**config.mk**
```make
export PLATFORM = sky130hd
export DESIGN_NAME = fast_cmd_encoder
export DESIGN_NICKNAME = d
export VERILOG_FILES = /design/src/rtl/fast_cmd_pkg.sv /design/src/rtl/fast_cmd_encoder_frame_select.sv /design/src/rtl/fast_cmd_encoder.sv
export SDC_FILE = /design/constraint.sdc
export NUM_CORES = 1
export LEC_CHECK = 0
export CORE_MARGIN = 2
export CORE_UTILIZATION = 45
export DETAILED_ROUTE_END_ITERATION = 12
export GPL_TIMING_DRIVEN = 0
export PLACE_DENSITY = 0.82
export SLEW_MARGIN = 25
export SYNTH_ARGS = -nofsm -noshare
export SYNTH_HDL_FRONTEND = slang
export SYNTH_SLANG_ARGS = --single-unit
export TNS_END_PERCENT = 5
```
**constraint.sdc**
```tcl
create_clock -name Clk_320_TS -period 1.5 [get_ports Clk_320_TS]
set_clock_uncertainty 0.1 [all_clocks]
set_input_delay 0.225 -clock Clk_320_TS [delete_from_list [all_inputs] [get_ports Clk_320_TS]]
set_output_delay 0.225 -clock Clk_320_TS [all_outputs]
set_load 0.005 [all_outputs]
```
**src/rtl/fast_cmd_pkg.sv**
```systemverilog
// Shared fast-command definitions for the encoder and the decoder bench.
// The frame is 8 bits sent MSB first: header 110, 4-bit flag, stop bit 1.
// The request index constants give the bit order of pending/consume vectors.
package fast_cmd_pkg;

  localparam logic [2:0] HEADER    = 3'b110;
  localparam logic       STOP      = 1'b1;
  localparam int         FRAME_LEN = 8;

  // Bit positions inside the pending-request and consume vectors
  localparam int NUM_REQ     = 7;
  localparam int REQ_OS      = 0;  // OrbitSync
  localparam int REQ_L1A_NRM = 1;  // L1A_Normal
  localparam int REQ_L1A_FUL = 2;  // L1A_Full
  localparam int REQ_OCR     = 3;  // OrbitCountReset
  localparam int REQ_CAL_REQ = 4;  // CalibrationReq
  localparam int REQ_CAL_L1A = 5;  // CalibrationL1A
  localparam int REQ_RESYNC  = 6;  // ReSync

  typedef enum logic [3:0] {
    FLAG_IDLE            = 4'b0000,
    FLAG_ORBIT_SYNC      = 4'b0001,
    FLAG_L1A_NORMAL      = 4'b0010,
    FLAG_L1A_NORMAL_OS   = 4'b0011,
    FLAG_L1A_FULL        = 4'b0100,
    FLAG_L1A_FULL_OS     = 4'b0101,
    FLAG_OCR             = 4'b0111,
    FLAG_CAL_REQ         = 4'b1000,
    FLAG_L1A_NORMAL_CAL  = 4'b1001,
    FLAG_L1A_FULL_CAL    = 4'b1010,
    FLAG_RESYNC_L1A_FULL = 4'b1011,
    FLAG_RESYNC          = 4'b1111
  } fast_flag_e;

  function automatic logic [7:0] build_frame(input logic [3:0] flag);
    return {HEADER, flag, STOP};
  endfunction

endpackage

```
**src/rtl/fast_cmd_encoder_frame_select.sv**
```systemverilog
// fast_cmd_frame_select: priority selection from pending requests to the
// flag of the next frame and the set of pending bits that frame consumes.
//   tx_en    in   1 = encode pending requests, 0 = Idle and consume nothing
//   pend     in   pending request bits (fast_cmd_pkg REQ_* order)
//   flag     out  flag for the frame being loaded
//   consume  out  pending bits cleared by this frame
//   orphan   out  CalibrationL1A dropped because no L1A was pending
module fast_cmd_frame_select
  import fast_cmd_pkg::*;
#(
  parameter bit ENABLE_RESYNC_L1A = 1'b1
) (
  input  logic               tx_en,
  input  logic [NUM_REQ-1:0] pend,
  output logic [3:0]         flag,
  output logic [NUM_REQ-1:0] consume,
  output logic               orphan
);

  fast_flag_e flag_sel;

  always_comb begin
    flag_sel = FLAG_IDLE;
    consume  = '0;
    orphan   = 1'b0;
    if (tx_en) begin
      if (pend[REQ_RESYNC]) begin
        if (ENABLE_RESYNC_L1A && pend[REQ_L1A_FUL]) begin
          flag_sel                 = FLAG_RESYNC_L1A_FULL;
          consume[REQ_RESYNC]      = 1'b1;
          consume[REQ_L1A_FUL]     = 1'b1;
        end else begin
          flag_sel                 = FLAG_RESYNC;
          consume[REQ_RESYNC]      = 1'b1;
        end
      end else if (pend[REQ_OCR]) begin
        // OCR implies an orbit boundary, so a pending OrbitSync is absorbed
        flag_sel                   = FLAG_OCR;
        consume[REQ_OCR]           = 1'b1;
        consume[REQ_OS]            = 1'b1;
      end else if (pend[REQ_L1A_FUL] || pend[REQ_L1A_NRM]) begin
        // Full outranks Normal; Normal stays pending for the next frame
        consume[REQ_L1A_FUL]       = pend[REQ_L1A_FUL];
        consume[REQ_L1A_NRM]       = ~pend[REQ_L1A_FUL];
        if (pend[REQ_CAL_L1A]) begin
          flag_sel = pend[REQ_L1A_FUL] ? FLAG_L1A_FULL_CAL : FLAG_L1A_NORMAL_CAL;
          consume[REQ_CAL_L1A]     = 1'b1;
        end else if (pend[REQ_OS]) begin
          flag_sel = pend[REQ_L1A_FUL] ? FLAG_L1A_FULL_OS : FLAG_L1A_NORMAL_OS;
          consume[REQ_OS]          = 1'b1;
        end else begin
          flag_sel = pend[REQ_L1A_FUL] ? FLAG_L1A_FULL : FLAG_L1A_NORMAL;
        end
      end else if (pend[REQ_OS]) begin
        flag_sel                   = FLAG_ORBIT_SYNC;
        consume[REQ_OS]            = 1'b1;
      end else if (pend[REQ_CAL_REQ]) begin
        flag_sel                   = FLAG_CAL_REQ;
        consume[REQ_CAL_REQ]       = 1'b1;
      end else if (pend[REQ_CAL_L1A]) begin
        // CalibrationL1A only has meaning alongside an L1A
        consume[REQ_CAL_L1A]       = 1'b1;
        orphan                     = 1'b1;
      end
    end
  end

  assign flag = flag_sel;

endmodule

```
**src/rtl/fast_cmd_encoder.sv**
```systemverilog
// fast_cmd_encoder: encodes fast-command requests into 8-bit frames
// (110 + flag + 1) shifted out MSB first, one frame per 8 clocks.
//   Clk_320_TS      in   320 MHz clock
//   n_rstExt        in   asynchronous active-low reset
//   tx_en           in   1 = encode pending requests, 0 = send Idle
//   req_*           in   single-cycle request pulses
//   command_tx      out  serial frame output
//   Clk_40_tx       out  40 MHz clock, rising with frame_start
//   frame_start     out  high while command_tx carries b7
//   tx_flag         out  flag of the frame being shifted
//   err_overflow    out  request hit an already pending, unconsumed bit
//   err_orphan_cal  out  CalibrationL1A dropped (no L1A pending)
module fast_cmd_encoder
  import fast_cmd_pkg::*;
#(
  parameter int unsigned FRAME_PHASE       = 0,
  parameter bit          ENABLE_RESYNC_L1A = 1'b1
) (
  input  logic       Clk_320_TS,
  input  logic       n_rstExt,
  input  logic       tx_en,
  input  logic       req_OrbitSync,
  input  logic       req_L1A_Normal,
  input  logic       req_L1A_Full,
  input  logic       req_OrbitCountReset,
  input  logic       req_CalibrationReq,
  input  logic       req_CalibrationL1A,
  input  logic       req_ReSync,
  output logic       command_tx,
  output logic       Clk_40_tx,
  output logic       frame_start,
  output logic [3:0] tx_flag,
  output logic       err_overflow,
  output logic       err_orphan_cal
);

  localparam logic [2:0] PHASE_INIT = 3'(FRAME_PHASE);

  logic [2:0]         bit_cnt_q, bit_cnt_d;
  logic [7:0]         shreg_q, shreg_d;
  logic [3:0]         tx_flag_q, tx_flag_d;
  logic               frame_start_q, frame_start_d;
  logic               clk40_q, clk40_d;
  logic [NUM_REQ-1:0] pend_q, pend_d;
  logic               err_ov_q, err_ov_d;
  logic               err_orph_q, err_orph_d;

  logic [NUM_REQ-1:0] req;
  logic [NUM_REQ-1:0] sel_consume;
  logic [NUM_REQ-1:0] consume;
  logic [3:0]         sel_flag;
  logic               sel_orphan;
  logic               load;

  always_comb begin
    req              = '0;
    req[REQ_OS]      = req_OrbitSync;
    req[REQ_L1A_NRM] = req_L1A_Normal;
    req[REQ_L1A_FUL] = req_L1A_Full;
    req[REQ_OCR]     = req_OrbitCountReset;
    req[REQ_CAL_REQ] = req_CalibrationReq;
    req[REQ_CAL_L1A] = req_CalibrationL1A;
    req[REQ_RESYNC]  = req_ReSync;
  end

  fast_cmd_frame_select #(
    .ENABLE_RESYNC_L1A (ENABLE_RESYNC_L1A)
  ) u_select (
    .tx_en   (tx_en),
    .pend    (pend_q),
    .flag    (sel_flag),
    .consume (sel_consume),
    .orphan  (sel_orphan)
  );

  assign load = (bit_cnt_q == 3'(FRAME_LEN - 1));

  always_comb begin
    bit_cnt_d  = bit_cnt_q + 3'd1;
    consume    = load ? sel_consume : '0;
    // A request landing on the edge that consumes its bit re-arms it for a
    // later frame without counting as overflow.
    pend_d     = (pend_q & ~consume) | req;
    err_ov_d   = |(req & pend_q & ~consume);
    err_orph_d = load & sel_orphan;
    clk40_d    = ~bit_cnt_d[2];
    if (load) begin
      shreg_d       = build_frame(sel_flag);
      tx_flag_d     = sel_flag;
      frame_start_d = 1'b1;
    end else begin
      shreg_d       = {shreg_q[6:0], 1'b0};
      tx_flag_d     = tx_flag_q;
      frame_start_d = 1'b0;
    end
  end

  always_ff @(posedge Clk_320_TS or negedge n_rstExt) begin
    if (!n_rstExt) begin
      bit_cnt_q     <= PHASE_INIT;
      shreg_q       <= 8'h00;
      tx_flag_q     <= 4'h0;
      frame_start_q <= 1'b0;
      clk40_q       <= 1'b0;
      pend_q        <= '0;
      err_ov_q      <= 1'b0;
      err_orph_q    <= 1'b0;
    end else begin
      bit_cnt_q     <= bit_cnt_d;
      shreg_q       <= shreg_d;
      tx_flag_q     <= tx_flag_d;
      frame_start_q <= frame_start_d;
      clk40_q       <= clk40_d;
      pend_q        <= pend_d;
      err_ov_q      <= err_ov_d;
      err_orph_q    <= err_orph_d;
    end
  end

  assign command_tx     = shreg_q[7];
  assign Clk_40_tx      = clk40_q;
  assign frame_start    = frame_start_q;
  assign tx_flag        = tx_flag_q;
  assign err_overflow   = err_ov_q;
  assign err_orphan_cal = err_orph_q;

endmodule

```
After elaboration in Yosys (flattened, before gate mapping)
Index checks and enable logic that the tools add are counted.

word-level totals
  bits in registers = 26
  input port bits = 10

cells by class
  add/sub/neg operators = 1
  eq/ne operators = 1
  multiplexer cells = 40
  bitwise gates (word level) = 8
  reduce and logical (&&, ||, !) cells = 2

operator list
  cell                                         count
  2-to-1 mux 4 bit                             8
  bitwise AND 7 bit                            3
  2-to-1 mux 1 bit                             19
  2-to-1 mux 7 bit                             2
  2-to-1 mux 2 bit                             6
  2-to-1 mux 3 bit                             4
  2-to-1 mux 8 bit                             1
  NOT 7 bit                                    1
  bitwise OR 7 bit                             1
  OR reduction 7 bit                           1
  adder 3 x 1 -> 3 bit, second input constant  1
  equality test 3 bit, second input constant   1
  NOT 1 bit                                    2
  bitwise AND 1 bit                            1
  logical OR 1 bit                             1

Logic depth before layout (Yosys ltp)
  depth in word-level cells = 11
  gate-level depth with buffers = 7
  mapped depth without buffers = 6

Hierarchy
Synthesis repeated with hierarchy kept, for this count alone.

second synthesis, totals
  cell total of the unflattened synthesis = 95
  area total of the unflattened synthesis = 1162.4 sq um

modules (own cells, without submodules)
  module                 instances  cells each  area an instance (sq um)  seq. area each (sq um)
  fast_cmd_encoder       1          66          942.2                     625.6
  fast_cmd_frame_select  1          29          220.2                     0.0

Least setup slack after synthesis
No wires, ideal clock.

  path kind = flip-flop to flip-flop
  start point = register bit_cnt_q[0]
  end point = register err_ov_q (netlist: err_overflow)
  setup time = 0.071 ns
  data arrival time = 1.418 ns
  required time = 1.329 ns
  slack = -0.089 ns
  cell stages (with the launch flop) = 8
  cell sequence = dfrtp_1 > ha_1 > ha_1 > and2_2 > clkbuf_4 > o311ai_1 > a32oi_1 > nand4_1

on the way
  cells in the longest elaborated chain, start to end = 5

ends and longest elaborated chain
  what                    line                     text
  from (decl)             fast_cmd_encoder.sv:39   logic [2:0] bit_cnt_q, bit_cnt_d;
  from (signal assigned)  fast_cmd_encoder.sv:109  bit_cnt_q <= bit_cnt_d;
  equality test 3 bit     fast_cmd_encoder.sv:76   assign load = (bit_cnt_q == 3'(FRAME_LEN - 1));
  2-to-1 mux 7 bit        fast_cmd_encoder.sv:80   consume = load ? sel_consume : '0;
  NOT 7 bit               fast_cmd_encoder.sv:84   err_ov_d = |(req & pend_q & ~consume);
  bitwise AND 7 bit       fast_cmd_encoder.sv:84
  OR reduction 7 bit      fast_cmd_encoder.sv:84
  net err_ov_d            fast_cmd_encoder.sv:45   logic err_ov_q, err_ov_d;
  to (signal assigned)    fast_cmd_encoder.sv:115  err_ov_q <= err_ov_d;
  to (decl)               fast_cmd_encoder.sv:45

The timed path passes the listed nets, and every way through them passes these cells.
A chain may end at the register's enable or synchronous reset.

Worst setup path after layout
  start point = register pend_q[2]
  end point = register shreg_q[4]

on the way
  cells in the longest elaborated chain, start to end = 6

ends and longest elaborated chain
  what                    line                                 text
  from (decl)             fast_cmd_encoder.sv:44               logic [NUM_REQ-1:0] pend_q, pend_d;
  from (signal assigned)  fast_cmd_encoder.sv:114              pend_q <= pend_d;
  logical OR 1 bit        fast_cmd_encoder_frame_select.sv:41  end else if (pend[REQ_L1A_FUL] || pend[REQ_L1A_NRM]) begin
  2-to-1 mux 4 bit        fast_cmd_encoder_frame_select.sv:41
  2-to-1 mux 4 bit        fast_cmd_encoder_frame_select.sv:36  end else if (pend[REQ_OCR]) begin
  2-to-1 mux 4 bit        fast_cmd_encoder_frame_select.sv:27  if (pend[REQ_RESYNC]) begin
  2-to-1 mux 4 bit        fast_cmd_encoder_frame_select.sv:26  if (tx_en) begin
  2-to-1 mux 8 bit        fast_cmd_encoder.sv:87               if (load) begin
  net shreg_d[4]          fast_cmd_encoder.sv:40               logic [7:0] shreg_q, shreg_d;
  to (signal assigned)    fast_cmd_encoder.sv:110              shreg_q <= shreg_d;
  to (decl)               fast_cmd_encoder.sv:40

The timed path passes the listed nets, and every way through them passes these cells.

==> impl_metrics.yaml <==
run_status:
  outcome: "complete, but fails checks"
  violations: "setup timing"
timing:
  fmax_mhz: 639.1
  fin_ws_ps: -64.74
  slew_headroom: 0.6451
  hold_viol_final: 0
  setup_viol: 5
  hold_ws_ps: 299.4
  rsz0062_at_grt: "yes"
  drv_slew: 0
  final.min_clock_period_ps: 1565
  timing.final.crit_share: 1.043
  worstMarginPinSlew_ps: 532.3
  tns_ps: -190.7
detailed_routing:
  vias_per_cell: 5.079
  wl_mm: 1.804
  ant_nets: 0
  dr.pass1.iters: 4
  vias: 772
  detail_route.wl_per_cell_um: 11.87
  drc_errors: 0
  drt_iter0_markers: 17
power:
  p_total_mw: 1.083
  irDropWorstVdd_mv: 0.4797
  power-per-cell-area_nw_per_um2: 753.0
  p_leak_nw: 0.6709
setup_path:
  reg2reg_from: "pend_q[2]"
  worst_setup_path_start_kind: "flip-flop"
  rr_endpoint: "shreg_q[4]"
  cp_data_arrival_time_ps: 1720
  required_ps: 1660
  end_kind: "flip-flop"
  crit_type: "reg2reg"
  reg2reg_slack_ps: -60
  ff2ff_path_depth: 5
  crit_fanout: 9
synthesis:
  yosysWarnings: 0
  ys_top_cells_by_area: "dfrtp_1, o21ai_0, inv_1, ha_1, a21o_1"
  netlist_instances: 98
  avgSynthCellArea_um2: 10.81
  async_flop_share: 1.000
  syn-cell-area_um2: 1060
  synth.yosys.seq_area_share: 0.5903
  synth_cell_types: 31
  synth_edf_count: 0
  yosys.cell_count.top_type: "dfrtp_1"
  synth_top_area_frac: 0.5903
  yosysTopAreaCell: "dfrtp_1"
  synth-main-ff-cell: "dfrtp_1"
  netlist_top_cells_count: "dfrtp_1, inv_1, o21ai_0, nand2_1, a21o_1"
  syn-num-nets: 111
  ys_ff_latch: 25
clock_tree:
  clkTransAtPathRegs_ps: 140
  cts_max_path_buffers: 2
  insertion_delay_ps: 320
  cts_sinks: 25
  h-tree-depth: 1
  numCtsBuffers: 3
  cts_tree: "done"
  root_buffer: "clkbuf_4"
final_layout:
  seqCellArea_um2: 626.9
  multi_input_area_um2: 431.7
  fillers: 183
  area_delta_synth_final_pct: 35.77
  drive_above_1_share: 0.2177
  fin_nets: 138
  final_cell_area_um2: 1439
  diodes: 0
  stdcell_count: 152
  finalCoreUtilization: 0.6505
flow_run:
  drv_cap: 0
grt:
  grt_pass1_wl_mm: 2.994
  use_met1: 0.1884
  overflow: 0
  grt_max_degree: 26
  met3_usage: 0.04286
  grt_use_met2: 0.2313
  antenna_found_initial: 0
  busiest_layer: "met2"
  grt_pass1_vias: 710
  grt_usage: 0.1474
floorplanning:
  die_area_um2: 2759
  rows: 17
  ioPinCount: 19
  core_area_um2: 2212
  fp.dieH_um: 52.53
  chipWidth_um: 52.53
  start_util: 0.4791
place:
  gp_congestion: 0.7479
  dpl-instance-area_um2: 1318
  io_buffers: 18
  dp.cells: 144
  dpl_worst_slack_ps: -219.6
  dp_hpwl_mm: 1.260
min_path:
  min_path_type: "in2async"
## sequential cells by signal (all words and copies together) (netlist names)
register        flops
bit_cnt_q           3
err_overflow        1
pend_q              7
err_orphan_cal      1
shreg_q             8
tx_flag             4
Clk_40_tx           1
## worst max path at each step
| stage | slack, ps | to | start |
|---|---|---|---|
| floorplan | -4 | err_overflow | bit_cnt_q[0] |
| global placement | -170 | err_overflow | tx_en |
| detailed placement | -220 | err_overflow | tx_en |
| CTS | -90 | err_overflow | bit_cnt_q[0] |
| global route | -140 | err_overflow | bit_cnt_q[0] |
| finish | -60 | shreg_q[4] | pend_q[2] |
## final cells by class
| cell class | instances | share of cell area |
|---|---|---|
| clock buffer | 3 | 0.01565 |
| timing repair buffer | 23 | 0.1522 |
| sequential | 25 | 0.4357 |
| clock inverter | 1 | 0.006087 |
| buffer | 4 | 0.02957 |
| inverter | 14 | 0.03652 |
| multi-input combinational | 54 | 0.3000 |
| tap | 28 | 0.02435 |
## cells in the final DEF, fill, tap and decap left out, types with 2 or more instances in the layout
| cell | instances |
|---|---|
| buf_4 | 4 |
| buf_2 | 2 |
| dlymetal6s2s_1 | 4 |
| or2_2 | 2 |
| buf_6 | 2 |
| o21ai_1 | 6 |
| nand2_1 | 5 |
| and2_1 | 2 |
| nor2b_1 | 2 |
| inv_1 | 14 |
| dlygate4sd2_1 | 5 |
| ha_4 | 2 |
| clkbuf_4 | 3 |
| o21ai_0 | 7 |
| a21oi_1 | 2 |
| a21o_1 | 4 |
| clkdlybuf4s50_1 | 8 |
| o311ai_1 | 2 |
| dfrtp_1 | 24 |
| nor2_1 | 2 |
## cells by family after synthesis
family / synth area share
compound gates: 0.1747
fa+ha+maj: 0.03542
simple gates: 0.1133
buf+inv: 0.08618
flops: 0.5903
## worst max-delay path, cell delays in order (launching register included)
cell     delay, ps
dfrtp_1        420
buf_6          150
or4b_4         510
a21oi_2        150
o21ai_1         80
o21ai_1         90
## where the power goes
group | internal (mW) | switching (mW)
Clock | 0.108 | 0.207
Combinational | 0.0415 | 0.0368
Sequential | 0.684 | 0.00520
## timing repair
action                                  CTS  global route
gates resized for setup                  10            18
buffers inserted                          2             2
hold endpoints to repair                 25             0
gates cloned                              0             0
pin swaps                                 4             6
hold buffers                              1             0
endpoints found under the setup margin   13            13
## routing by layer
metal	routed length, um	vias to the layer above
met3	96	2
li1	-	386
met4	17	0
met5	0	-
met1	814	366
met2	875	18
(Power assumes the default switching activity.)
